$ cat config.mk
export PLATFORM = sky130hd
export DESIGN_NAME = display_rd_frame_sched
export DESIGN_NICKNAME = d
export VERILOG_FILES = /design/src/rtl/display_rd_frame_sched.sv
export SDC_FILE = /design/constraint.sdc
export NUM_CORES = 1
export LEC_CHECK = 0
export CORE_UTILIZATION = 60
export CTS_BUF_LIST = sky130_fd_sc_hd__clkbuf_16
export DETAILED_ROUTE_END_ITERATION = 10
export DONT_BUFFER_PORTS = 1
export PLACE_DENSITY = 0.73
export SYNTH_ARGS = -nofsm -noshare
export SYNTH_HDL_FRONTEND = slang
export SYNTH_SLANG_ARGS = --single-unit
$ cat constraint.sdc
create_clock -name clk -period 7.05 [get_ports clk]
set_input_delay 0.705 -clock clk [delete_from_list [all_inputs] [get_ports clk]]
set_output_delay 0.705 -clock clk [all_outputs]
set_load 0.01 [all_outputs]
$ cat src/rtl/display_rd_frame_sched.sv
// display_rd_frame_sched: vsync-paced, credit-throttled burst read scheduler for a triple-buffered frame store
module display_rd_frame_sched #(
   parameter int          FRAME_WIDTH    = 540,
   parameter int          FRAME_HEIGHT   = 540,
   parameter int          PIX_PER_BEAT   = 2,
   parameter int          BURST_BEATS    = 64,
   parameter int          BYTES_PER_BEAT = 8,
   parameter logic [31:0] BUF0_BASE      = 32'h0100_0000,
   parameter logic [31:0] BUF_STRIDE     = 32'h0020_0000,
   parameter int          FIFO_DEPTH     = 1024,
   parameter int          FIFO_MARGIN    = 16
) (
   input  logic                          clk,
   input  logic                          rst_n,
   input  logic                          enable,
   input  logic                          disp_vs,
   input  logic                          wr_frame_done,
   input  logic [$clog2(FIFO_DEPTH):0]   fifo_level,
   input  logic                          dma_rbeat,
   output logic                          cmd_valid,
   input  logic                          cmd_ready,
   output logic [31:0]                   cmd_addr,
   output logic [15:0]                   cmd_len,
   output logic [1:0]                    wr_buf_sel,
   output logic [1:0]                    rd_buf_sel,
   output logic                          frame_active,
   output logic [15:0]                   rd_frame_cnt,
   output logic                          err_overrun,
   output logic                          err_credit
);
   localparam logic [31:0] FRAME_BEATS = 32'(FRAME_WIDTH * FRAME_HEIGHT / PIX_PER_BEAT);
   localparam logic [32:0] CREDIT_MAX  = 33'(FIFO_DEPTH - FIFO_MARGIN);
   localparam logic [2:0] S_IDLE    = 3'd0;
   localparam logic [2:0] S_WAIT_VS = 3'd1;
   localparam logic [2:0] S_CREDIT  = 3'd2;
   localparam logic [2:0] S_ISSUE   = 3'd3;
   localparam logic [2:0] S_DRAIN   = 3'd4;

   logic [2:0]  state;
   logic        vs_d, pending, latest_valid;
   logic [1:0]  latest, rd_next;
   logic [31:0] addr, remaining, outstanding, rem_after;
   logic [15:0] len;
   logic        vs_start, frame_start, hs, credit_ok, busy;

   always_comb begin
      vs_start    = vs_d & ~disp_vs;
      hs          = cmd_valid & cmd_ready;
      busy        = (state == S_CREDIT) | (state == S_ISSUE) | (state == S_DRAIN);
      len         = remaining < 32'(BURST_BEATS) ? remaining[15:0] : 16'(BURST_BEATS);
      rem_after   = remaining - 32'(cmd_len);
      credit_ok   = 33'(fifo_level) + 33'(outstanding) + 33'(len) <= CREDIT_MAX;
      frame_start = enable & (((state == S_WAIT_VS) & vs_start) |
                    ((state == S_DRAIN) & (outstanding == 32'd0) & (pending | vs_start)));
      rd_next     = !frame_start ? rd_buf_sel : wr_frame_done ? wr_buf_sel :
                    latest_valid ? latest : rd_buf_sel;
   end

   // A coincident write-done and frame start hands the just-written buffer straight to the reader
   always_ff @(posedge clk or negedge rst_n) begin
      if (!rst_n) begin
         wr_buf_sel   <= 2'd0;
         rd_buf_sel   <= 2'd2;
         latest       <= 2'd1;
         latest_valid <= 1'b0;
      end else if (wr_frame_done & frame_start) begin
         rd_buf_sel   <= wr_buf_sel;
         wr_buf_sel   <= rd_buf_sel;
         latest_valid <= 1'b0;
      end else if (wr_frame_done) begin
         wr_buf_sel   <= latest;
         latest       <= wr_buf_sel;
         latest_valid <= 1'b1;
      end else if (frame_start & latest_valid) begin
         rd_buf_sel   <= latest;
         latest       <= rd_buf_sel;
         latest_valid <= 1'b0;
      end
   end

   always_ff @(posedge clk or negedge rst_n) begin
      if (!rst_n) begin
         state        <= S_IDLE;
         vs_d         <= 1'b0;
         pending      <= 1'b0;
         addr         <= 32'd0;
         remaining    <= 32'd0;
         outstanding  <= 32'd0;
         cmd_valid    <= 1'b0;
         cmd_addr     <= 32'd0;
         cmd_len      <= 16'd0;
         frame_active <= 1'b0;
         rd_frame_cnt <= 16'd0;
         err_overrun  <= 1'b0;
         err_credit   <= 1'b0;
      end else begin
         vs_d        <= disp_vs;
         outstanding <= outstanding + (hs ? 32'(cmd_len) : 32'd0) -
                        {31'd0, (dma_rbeat && (outstanding != 32'd0))};
         if (dma_rbeat && (outstanding == 32'd0)) err_credit <= 1'b1;
         if (vs_start && busy) begin
            err_overrun <= 1'b1;
            pending     <= 1'b1;
         end
         if (frame_start) begin
            addr         <= BUF0_BASE + 32'(rd_next) * BUF_STRIDE;
            remaining    <= FRAME_BEATS;
            frame_active <= 1'b1;
            pending      <= 1'b0;
            state        <= S_CREDIT;
         end else begin
            case (state)
               S_IDLE:    if (enable) state <= S_WAIT_VS;
               S_WAIT_VS: if (!enable) state <= S_IDLE;
               S_CREDIT:
                  if (vs_start || !enable) state <= S_DRAIN;
                  else if (credit_ok) begin
                     cmd_valid <= 1'b1;
                     cmd_addr  <= addr;
                     cmd_len   <= len;
                     state     <= S_ISSUE;
                  end
               S_ISSUE:
                  if (cmd_ready) begin
                     cmd_valid <= 1'b0;
                     remaining <= rem_after;
                     addr      <= addr + 32'(cmd_len) * 32'(BYTES_PER_BEAT);
                     state     <= (rem_after == 32'd0 || !enable || pending || vs_start) ? S_DRAIN : S_CREDIT;
                  end
               S_DRAIN:
                  if (outstanding == 32'd0) begin
                     frame_active <= 1'b0;
                     pending      <= 1'b0;
                     if (remaining == 32'd0 && !pending && !vs_start) rd_frame_cnt <= rd_frame_cnt + 16'd1;
                     state <= enable ? S_WAIT_VS : S_IDLE;
                  end
               default:   state <= S_IDLE;
            endcase
         end
      end
   end
endmodule

==> results of run 1 <==
==> stage by stage <==
stage | util | total power, W | hold slack [ns] | cell area, um2 | setup slack [ns]
2_1_floorplan | - | 0.003194 | 0.4094 | 12600 | 1.374
3_3_place_gp | 0.6260 | 0.003619 | 0.4158 | 12750 | 0.8238
3_5_place_dp | 0.6260 | 0.003664 | 0.4162 | 12750 | 0.7473
4_1_cts | 0.6586 | 0.004702 | 0.09194 | 13410 | 0.6995
5_1_grt | 0.6586 | 0.005082 | 0.08204 | 13410 | 0.3737
6_report | 0.6588 | 0.004703 | 0.1045 | 13420 | 0.6304
==> power by group <==
group          internal [W]  total (W)  switching (W)
registers           0.00111    0.00127       0.000159
clock network      0.000493   0.000988       0.000495
logic               0.00106    0.00245        0.00138
total               0.00266    0.00470        0.00204
==> worst max path at each step <==
stage                  start            to  slack, ns  cells past startpoint
5_1_grt        remaining[25]  cmd_addr[31]       0.37                     19
3_5_place_dp   remaining[28]  cmd_addr[22]       0.75                     19
3_3_place_gp   remaining[28]  cmd_addr[11]       0.82                     19
4_1_cts        remaining[25]  cmd_addr[31]       0.70                     19
2_1_floorplan  remaining[28]  cmd_addr[10]       1.37                     21
6_report       remaining[28]  cmd_addr[31]       0.63                     19
==> cell families (layout without fill, tap and decap cells) <==
logic type,count (synthesis),after routing,share of synthesized area
other,2,13,0.0005978
buffers and inverters,167,158,0.05408
muxes,47,47,0.04940
DFF,170,170,0.3388
AOI/OAI and AO/OA,360,360,0.1875
adders and majority gates,138,138,0.1464
xor gates and xnor gates,88,88,0.06135
and+or+nand+nor,417,417,0.1619
==> flip-flops by register name (all words and copies together), names as in the netlist <==
name / flops
outstanding: 32
remaining: 32
addr: 29
cmd_addr: 29
cmd_len: 16
rd_frame_cnt: 16
state: 3
latest: 2
rd_buf_sel: 2
wr_buf_sel: 2
cmd_valid: 1
err_credit: 1
err_overrun: 1
frame_active: 1
latest_valid: 1
pending: 1
vs_d: 1
==> cell usage in the layout, fill, tap and decap left out, types with 5 or more instances in the layout <==
cell type and n:
a211oi_1 12, a21boi_0 6, a21o_1 29, a21oi_1 75
a31oi_1 18, and2_1 15, and3_1 21, clkbuf_16 17
clkinv_8 7, conb_1 12, dfrtp_1 168, fa_1 15
ha_1 123, inv_1 121, mux2_2 8, mux2_4 28
mux2i_1 11, nand2_1 136, nand2b_1 18, nand3_1 23
nand4_1 19, nor2_1 92, nor2b_1 12, nor3_1 24
nor3b_1 7, nor4_1 14, o211ai_1 11, o21a_1 17
o21ai_0 94, o21bai_1 9, o22ai_1 22, o31a_1 5
o31ai_1 6, or2_2 8, or3_1 8, or4_1 5
xnor2_1 55, xor2_1 33
==> per-layer routing <==
layer,up-vias,global-route usage
met5,-,0
met4,0,0.09635
met3,50,0.05839
met2,313,0.4424
met1,4801,0.4169
li1,4896,-
==> worst max-delay path: cells and delay by family, from the launching register on <==
family | cells | cell delay (ns)
simple gates | 6 | 2.78
compound gates | 6 | 1.27
fa+ha+maj | 3 | 0.96
mux | 2 | 0.72
flops | 1 | 0.43
buf+inv | 2 | 0.13
==> what timing repair did <==
item,CTS,global route
endpoints found under the hold margin,168,0
hold buffers,1,0
buffers inserted,0,0
==> final cells by class <==
| cell class | instances | share of cell area |
|---|---|---|
| Inverter | 121 | 0.03386 |
| Antenna cell | 1 | 0.0001865 |
| Multi-Input combinational cell | 1062 | 0.5717 |
| Sequential cell | 170 | 0.3173 |
| Clock buffer | 17 | 0.03171 |
| Timing Repair Buffer | 5 | 0.004290 |
| Clock inverter | 15 | 0.01576 |
| Tap cell | 270 | 0.02518 |
==> flow_summary.ini, run 1 <==
[pwr]
irDropWorstVdd_v = 0.0002625
powerDensity_nw_per_um2 = 350.5
power_leakage_nw = 6.584

[layout]
fillCellCount = 1667
fin_nets = 1533
multi_input_area_um2 = 7670
area.sequential_um2 = 4257
final_cells = 1661
drive_above_1_share = 0.07266
areaGrowthSynthToFinish_pct = 6.793

[clock_network]
cts_tree = done
cts_buffers = 17
clk_pin_slew_ns = 0.08
ctsResizeCount = 0
cts_max_level = 4
worstSkewPairLatency_ns = 0.44
cts_root_buffer = clkbuf_16
cts_sinks = 170
cts_buffer_depth = 2

[worst_setup_path]
worst-r2r-setup-slack_ns = 0.63
slowest_delay_ns = 0.86
critPathArrivalTime_ns = 6.74
r2r_start = remaining[28]
path_max_fanout = 46
critPathSlowestCell = or4_4
rr_endpoint = cmd_addr[31]
r2r_cells = 19
crit_type = reg -> reg
end_kind = register
required_ns = 7.37
worstPathCellList = or4_1, or3_1, nor3_2, nand2_1, fa_1, inv_1, ha_1, inv_1, fa_1, and2b_4, o211ai_4, a2111oi_4, o21a_2, o21a_2, o211ai_2, mux2_4, a211o_1, or4_4, mux2_4
worstSetupStartpointType = register

[detailed_routing]
routedWlPerCell_um = 18.40
first_pass_iters = 5
routed_wl_mm = 30.57
drt_iter0_drc = 837
vias_per_cell = 6.057
ant_nets = 0
dr_wl_met3_mm = 2.125
wl_met1_mm = 14.32
vias = 10060
remaining_drc_errors = 0
routed-wl-met2_mm = 13.42
dr.max_layer_used = met4

[place]
place_hpwl_mm = 22.25
port_buffers = 0
gp_congestion = 0.9737
dp.cells = 1627

[global_route]
antenna_found_initial = 0
grt_pass1_vias = 9486
grt_pass1_wl_mm = 49.45
grt_usage = 0.2915
grt_start_max_net_pins = 169
grt.overflow.total = 0

[yosys]
synth_top_area_frac = 0.3347
netlist-cell-type-count = 78
yosysMostFrequentCell = dfrtp_1
synth_area_leader_cell = dfrtp_1
synthArstFlopShare = 1.000
synthesis.area_um2 = 12560
ys_seq_area_frac = 0.3388
synth_area_per_cell_um2 = 9.044
synthTopCellsByArea = dfrtp_1, ha_1, nand2_1, xnor2_1, o21ai_0
synth_cells = 1389
ys_ff_latch = 170
synthTopCellsByCount = dfrtp_1, nand2_1, ha_1, inv_1, o21ai_0
synth_ff_type = dfrtp_1
synth_edf_count = 0
yosysWarnings = 0

[worst_hold_path]
min_path_type = in -> async

[sta]
finalClockSkew_ns = 0.01364
finalSetupViolCount = 0
post-route-period-util = 0.9106
tightest_slew_ns = 0.9794
slew-limit-headroom = 0.3388
fmax_ghz = 0.1558
finalSetupTns_ns = 0
slew_viol_final = 0
rsz0062_at_grt = false
fin_crit_ns = 6.420
finalHoldViolCount = 0

[floorplan]
coreArea_um2 = 20360
core.rowCount = 52
die_h_um = 146.7
die_area_um2 = 21520
ioPinCount = 90
fp.dieW_um = 146.7
start_util = 0.6169

[run_status]
status = completed

[job]
drv_cap = 0
(Power assumes the default switching activity.)
==> inputs of run 2 (changes only) <==
Settings changed: MAX_ROUTING_LAYER set to met4.
==> flow_summary.ini, run 2 (synthesized netlist as in run 1, its figures left out) <==
[global_route]
grt_start_max_net_pins = 169
antenna_found_initial = 0
grt_pass1_wl_mm = 48.96
grt.overflow.total = 0
grt_pass1_vias = 9223
grt_usage = 0.3007

[worst_setup_path]
critPathArrivalTime_ns = 6.79
slowest_delay_ns = 0.87
path_max_fanout = 46
crit_type = reg -> reg
crit_family = simple AND/OR/NAND/NOR gates
crit_start = remaining[25]
critPathSlowestCell = or4_4
critPathBufInv = 2
end_kind = register
worstPathCellList = or4_1, or3_1, nor3_2, nand2_1, fa_1, inv_1, ha_1, inv_1, fa_1, and2b_4, o211ai_4, a2111oi_4, o21a_2, o21a_2, o211ai_2, mux2_4, a211o_1, or4_4, mux2_4
worstSetupStartpointType = register
required_ns = 7.38
r2r_start = remaining[25]

[clock_network]
cts_sinks = 170
cts_tree = done
clk_pin_slew_ns = 0.08
cts_root_buffer = clkbuf_16
worstSkewPairLatency_ns = 0.44
cts_buffer_depth = 2
ctsResizeCount = 0
cts_buffers = 17
cts_max_level = 4
cts_setup_buffers = 0

[pwr]
power_leakage_nw = 6.590
finalPower_w = 0.004755
irDropWorstVdd_v = 0.0003184
powerDensity_nw_per_um2 = 354.4

[floorplan]
fp.dieW_um = 146.7
ioPinCount = 90
die_h_um = 146.7
coreArea_um2 = 20360
core.rowCount = 52
die_area_um2 = 21520
start_util = 0.6169

[layout]
final_cell_area_um2 = 13420
fillCellCount = 1665
biggestRegsByFlops = outstanding: 32 flops, remaining: 32 flops
areaGrowthSynthToFinish_pct = 6.823
fin_nets = 1533
diodes = 0
final_common_cell = dfrtp_1
final_cell_mix = dfrtp_1, nand2_1, ha_1, inv_1, o21ai_0
drive_above_1_share = 0.07266

[worst_hold_path]
min_path_type = in -> async

[detailed_routing]
vias_per_cell = 6.075
drt_iter0_drc = 822
routedWlPerCell_um = 18.65
vias = 10085
routed_wl_mm = 30.96
ant_nets = 0
remaining_drc_errors = 0
first_pass_iters = 6

[sta]
fmax_ghz = 0.1546
finalSetupViolCount = 0
finalHoldViolCount = 0
tightest_slew_ns = 1.045
post-route-period-util = 0.9173
slew_viol_final = 0
rsz0062_at_grt = false
slew-limit-headroom = 0.2942
fin_crit_ns = 6.467
finalSetupTns_ns = 0
finalClockSkew_ns = 0.01294

[place]
gp_congestion = 0.9783
placed_area_um2 = 12750
place_hpwl_mm = 22.68
port_buffers = 0

[job]
drv_cap = 0

[run_status]
status = completed
==> run 2: metal layers <==
metal	track usage	part of all wire
met1	0.4150	0.47
met2	0.4467	0.44
met3	0.06149	0.068
met4	0.08802	0.018
met5	-	0
==> run 2: worst paths after layout <==
kind / end / slack [ns] / depth (start not counted)
worst max-delay path: cmd_addr[11] / 0.58 / 19
worst max register to register: cmd_addr[11] / 0.58 / 19
worst min-delay path: rd_buf_sel[1] / 0.1 / 0
min in group clk: vs_d / 0.30 / 0
worst min register to register: addr[18] / 0.51 / 2
max in group asynchronous: remaining[12] / 6.14 / 1
==> run 2: area by class of cell <==
| class | count | area (um2) | share of cell area |
|---|---|---|---|
| Multi-Input combinational cell | 1062 | 7670 | 0.5716 |
| Sequential cell | 170 | 4257 | 0.3172 |
| Clock buffer | 17 | 425.4 | 0.03170 |
| Clock inverter | 15 | 217.7 | 0.01622 |
| Timing Repair Buffer | 5 | 57.56 | 0.004289 |
| Inverter | 121 | 454.2 | 0.03385 |
| Tap cell | 270 | 337.8 | 0.02517 |
==> run 2: repair_timing <==
item | 4_1_cts | 5_1_grt
hold endpoints to repair | 168 | 0
hold buffers | 1 | 0
endpoints found under the setup margin | 0 | 0
==> run 2: per-stage QoR <==
step / instances / setup slack [ns] / utilization / hold slack, ns
4_1_cts: 1660 / 0.6053 / 0.6589 / 0.08764
3_5_place_dp: 1627 / 0.6799 / 0.6260 / 0.4156
5_1_grt: 1660 / 0.3021 / 0.6589 / 0.08573
3_3_place_gp: 1627 / 0.8165 / 0.6260 / 0.4155
2_1_floorplan: 1399 / 1.374 / - / 0.4094
6_report: 1660 / 0.5833 / 0.6589 / 0.09704
==> run 2: worst reg2reg max path, delay by kind of cell (launching register included) <==
kind | cells | cell delay [ns]
AOI/OAI and AO/OA | 6 | 1.28
adders and majority gates | 3 | 0.95
buffers and inverters | 2 | 0.12
DFF | 1 | 0.46
muxes | 2 | 0.75
and+or+nand+nor | 6 | 2.77
==> run 2: power breakdown <==
| group | internal (W) | switching, W |
|---|---|---|
| clock network | 0.000524 | 0.000485 |
| registers | 0.00111 | 0.000156 |
| logic | 0.00106 | 0.00142 |
==> inputs of run 3 (changes only) <==
Settings changed: GPL_TIMING_DRIVEN set to 1.
==> results of run 3 <==
The final DEF is identical to that of run 2; final timing and power are the same.
